## src/rtl/lc3_pkg.sv

```systemverilog
// Shared LC-3 datapath constants and types: word width and register index width.
package lc3_pkg;

    localparam int DATA_W     = 16;
    localparam int REG_ADDR_W = 3;
    localparam int NUM_REGS   = 2 ** REG_ADDR_W;

    typedef logic [DATA_W-1:0]     word_t;
    typedef logic [REG_ADDR_W-1:0] reg_idx_t;

endpackage

```

## src/rtl/reg_file.sv

```systemverilog
// LC-3 general-purpose register file: eight words, one clocked write port,
// two combinational read ports with no write-through bypass.
module reg_file #(
    parameter int DATA_W = lc3_pkg::DATA_W,
    parameter int ADDR_W = lc3_pkg::REG_ADDR_W
) (
    input  logic              clk,
    input  logic              rst_n,
    input  logic              ld_reg,
    input  logic [ADDR_W-1:0] write_reg,
    input  logic [DATA_W-1:0] indata,
    input  logic [ADDR_W-1:0] out_reg,
    output logic [DATA_W-1:0] outdata,
    input  logic [ADDR_W-1:0] out_reg2,
    output logic [DATA_W-1:0] outdata2
);

    localparam int NUM_REGS = 2 ** ADDR_W;

    logic [DATA_W-1:0] reg_mem [NUM_REGS];

    // The clear is asynchronous, so a write landing on the same edge as a
    // reset assertion is lost; reads also see zero for as long as rst_n is low.
    always_ff @(posedge clk or negedge rst_n) begin
        if (!rst_n) begin
            for (int i = 0; i < NUM_REGS; i++) begin
                reg_mem[i] <= '0;
            end
        end else if (ld_reg) begin
            reg_mem[write_reg] <= indata;
        end
    end

    // Every select value addresses a real register, so no range guard is needed.
    assign outdata  = reg_mem[out_reg];
    assign outdata2 = reg_mem[out_reg2];

endmodule

```

## config.mk

```make
export PLATFORM = sky130hd
export DESIGN_NAME = reg_file
export DESIGN_NICKNAME = d
export VERILOG_FILES = /design/src/rtl/lc3_pkg.sv /design/src/rtl/reg_file.sv
export SDC_FILE = /design/constraint.sdc
export NUM_CORES = 1
export LEC_CHECK = 0
export ABC_AREA = 0
export BUFFER_PORTS_ARGS = -buffer_cell sky130_fd_sc_hd__buf_2
export CELL_PAD_IN_SITES_DETAIL_PLACEMENT = 0
export CELL_PAD_IN_SITES_GLOBAL_PLACEMENT = 1
export CORE_MARGIN = 2
export CORE_UTILIZATION = 51
export CTS_CLUSTER_DIAMETER = 50
export DETAILED_ROUTE_END_ITERATION = 12
export GPL_TIMING_DRIVEN = 0
export HOLD_SLACK_MARGIN = 0.06
export MAX_ROUTING_LAYER = met4
export PLACE_DENSITY = 0.86
export REMOVE_ABC_BUFFERS = 1
export SLEW_MARGIN = 20
export SYNTH_ARGS = -nofsm -noshare
export SYNTH_HDL_FRONTEND = slang
export SYNTH_SLANG_ARGS = --single-unit
```

## constraint.sdc

```tcl
create_clock -name clk -period 3.3 [get_ports clk]
set_input_delay 0.33 -clock clk [delete_from_list [all_inputs] [get_ports clk]]
set_output_delay 0.33 -clock clk [all_outputs]
set_load 0.05 [all_outputs]
```

==> flow_summary.ini, run 1 <==
[synth]
ys_types = 15
syn_area_mm2 = 0.00700
synth_largest_area_cell = dfrtp_1
synth.top_cell.area_share_pct = 45.8
synth_cells = 393
synth-seq-cells = 128
synth_warnings = 0
ys_top_cells_by_area = dfrtp_1, mux2_2, mux4_1, mux4_2, buf_6
avgSynthCellArea_um2 = 17.8
synth.yosys.seq_area_share_pct = 45.8

[global_route]
grt_max_degree = 69
grt_pass1_wl_um = 23100
grt_overflow_total = 0
first_global_vias = 4199
antenna_found_initial = 1
grt_use_total_pct = 21.7

[die]
ios = 60
rows = 42
die_h_um = 121
initial_core_util_pct = 52.4
die_w_um = 121

[place]
portBuffers = 59
hpwl_um = 8670
pre_cts_ws_ns = 0.643
place_congestion = 0.706

[cts]
cts.htree.levels = 4
clock-sinks = 128
cts_made_buffers = 17
cts_setup_buffers = 0
cts_root_buffer = clkbuf_16
clock_path_buffers = 2

[outcome]
haltStage = detailed routing (5_2_route)
status = stopped before the end
stop_error = [ERROR DRT-0255] Maze Route cannot find path of net clk in worker of routeBox ( 96600 0 ) ( 121160 48300 ).
[cell usage after synthesis, drive strengths merged]
library cell	count
nand4	1
dfrtp	128
mux2	160
nor4bb	2
nand4b	3
and4bb	1
clkbuf	5
nor4b	1
mux4	64
buf	28
[per-stage QoR]
| stage | std cells | area (um^2) | TNS [ns] |
|---|---|---|---|
| global placement | 595 | 7290 | -36.54 |
| floorplan | 360 | 6770 | 0 |
| global route | 634 | 7950 | 0 |
| detailed placement | 600 | 7380 | 0 |
| CTS | 633 | 7950 | 0 |
[repair_timing]
item	CTS	global route
hold buffers	1	0
hold endpoints to repair	60	0
gates resized for setup	0	0
[logic make-up after synthesis]
group,count (synthesis),synth area share (%)
DFF,128,45.8
buffers and inverters,33,3.29
muxes,224,49.3
and+or+nand+nor,8,1.63
[layer usage]
metal	GRT usage [%]
met1	27.0
met2	35.8
met3	5.50
met4	5.82
met5	-
==> run 2: changes to the inputs <==
Settings changed: CELL_PAD_IN_SITES_DETAIL_PLACEMENT 0 to not set, CELL_PAD_IN_SITES_GLOBAL_PLACEMENT 1 to not set, CORE_UTILIZATION 51 to 36, CTS_CLUSTER_DIAMETER 50 to not set, HOLD_SLACK_MARGIN 0.06 to not set, MAX_ROUTING_LAYER met4 to not set, PLACE_DENSITY 0.86 to not set, PLACE_DENSITY_LB_ADDON set to 0.15.
==> flow_summary.ini, run 2 <==
[timing]
worst_slew_pin_slew_ns = 1.11
setup_viol = 0
maxSlewViolCount = 0
max_freq_mhz = 371
slew_headroom_pct = 26.3
min_period_ns = 2.69
rsz0062_at_grt = false
hold_viol = 0
fin_crit_sh_pct = 81.6
skew_ns = 0
fin_ws_ns = 0.606

[synth]
synth-seq-cells = 128
ys_top_cells_by_area = dfrtp_1, mux2_2, mux4_1, mux4_2, buf_6
synth_cells = 393
syn_area_mm2 = 0.00700
synth_largest_area_cell = dfrtp_1
synth_ff_type = dfrtp_1
ys_types = 15
synth.top_cell.area_share_pct = 45.8
avgSynthCellArea_um2 = 17.8
ys_async_sr_fraction_pct = 100
synthTopCellsByCount = mux2_2, dfrtp_1, mux4_1
yosysMostFrequentCell = mux2_2
synth_warnings = 0
synth.yosys.seq_area_share_pct = 45.8
synth-edff-count = 0

[power]
p_leak_nw = 3.53
switching_share_pct = 29.6
finalPower_mw = 5.57
p_int_mw = 3.92
p_switching_mw = 1.65
combPwrFrac_pct = 27.4
p_per_area_mw_per_mm2 = 685
clkPwrFrac_pct = 34.1
seq_power_share_pct = 38.5
vdd_drop_max_mv = 0.389

[cts]
cts.htree.levels = 4
clock-sinks = 128
cts_root_buffer = clkbuf_16
cts.repair.resized = 0
cts_made_buffers = 17
clkTransAtPathRegs_ns = 0.05
clock_path_buffers = 2
clock_latency_ns = 0.41
cts_setup_buffers = 0
cts_tree = yes

[detailed_routing]
drtAntennaViolNets = 0
firstDrtPassIters = 4
drt_drc_violations_left = 0
wirelength_um = 16300
drt-initial-drc-count = 146
vias_per_cell = 5.37
wl_per_cell_um = 22.5
via_count = 3877

[layout]
regMostFlops = reg_mem
reg_top3 = reg_mem x128
nets = 474
layout_commonest_cell = mux2_2
largest_register_ffs = 128
drive_gt1_share_pct = 58.9
final_cells = 722
synthToLayoutAreaGrowth_pct = 16.1
final_cell_mix = mux2_2, dfrtp_1, buf_2
diodes = 0

[critical_path]
cp_top_family = buffers and inverters
path_cells = buf_2 -> mux4_1 -> mux2_2 -> buf_2
worstPathArrival_ns = 2.36
crit_top_cell = buf_2
worst-path-max-fanout = 32
slowest_stage = buf_2
crit_type = primary input to output port
r2r_cells = 1
worst-path-buf-inv = 2
max_stage_delay_ns = 0.82
cp.required_ns = 2.97
end_kind = output port
start_kind = primary input
path_depth = 4

[place]
pre_cts_ws_ns = 0.594
hpwl_um = 9410
dp.cells = 691
place_congestion = 0.666
portBuffers = 59

[global_route]
grt_overflow_total = 0
grt_pass1_wl_um = 24600
grt_use_total_pct = 16.7
antenna_found_initial = 1
first_global_vias = 4116
grt_max_degree = 98

[die]
die_h_um = 143
coreArea_mm2 = 0.0193
fp.dieArea_mm2 = 0.0206
die_w_um = 143
initial_core_util_pct = 36.3
rows = 51
ios = 60

[flow_run]
drv_cap = 0

[worst_hold_path]
holdPathStages = 2
worstHoldPathType = primary input to register

[outcome]
status = finished clean
[run 2: cell counts after synthesis]
Identical to the previous run, type by type.
[run 2: cell families after synthesis]
family | Yosys count | synth area share (%)
flops | 128 | 45.8
buf+inv | 33 | 3.29
mux | 224 | 49.3
simple gates | 8 | 1.63
[run 2: final timing paths]
path                       slack [ns]        start           end
max                              0.61  out_reg2[0]  outdata2[14]
min                              0.25    indata[7]    reg_mem[7]
max reg2reg                      2.51   reg_mem[8]    reg_mem[8]
min reg2reg                      0.52  reg_mem[70]   reg_mem[70]
max in group asynchronous        2.18        rst_n   reg_mem[14]
min in group asynchronous        0.36        rst_n   reg_mem[38]
[run 2: stage by stage]
| step | utilization [%] | hold WS (ns) | TNS (ns) | cell area [um^2] |
|---|---|---|---|---|
| after global routing | 42.2 | 0.248 | 0 | 8130 |
| final | 42.2 | 0.247 | 0 | 8130 |
| after global placement | 38.4 | 0.495 | -52.82 | 7400 |
| after floorplan | - | 0.0344 | 0 | 6770 |
| after detailed placement | 39.0 | 0.211 | 0 | 7520 |
| after CTS | 42.2 | 0.235 | 0 | 8130 |
[run 2: routing by layer]
| layer | GRT usage (%) | up-vias | wire, um |
|---|---|---|---|
| met2 | 28.7 | 74 | 8450 |
| met4 | 6.14 | 0 | 293 |
| met5 | 0 | - | 0 |
| met1 | 20.7 | 2072 | 6950 |
| met3 | 3.67 | 22 | 562 |
| li1 | - | 1709 | - |
[run 2: power groups by stage]
stage	clock [mW]	sequential, mW	combinational (mW)
floorplan	0	2.08	1.20
CTS	1.94	2.14	1.55
detailed placement	0	2.17	1.54
global placement	0	2.13	1.51
finish	1.90	2.14	1.53
global route	2.01	2.20	1.63
[run 2: what timing repair did]
action,in CTS,in global routing
endpoints found under the hold margin,31,0
hold buffers,1,0
setup endpoints to repair,0,0
[run 2: area by class of cell]
type                            instances  area [um^2]
Clock inverter                          6          105
Timing Repair Buffer                   67          399
Sequential cell                       128         3200
Multi-Input combinational cell        232         3600
Tap cell                              265          332
Clock buffer                           24          492
Fill cell                            1778        11100
Note: power is estimated with default switching activity, not from simulation.
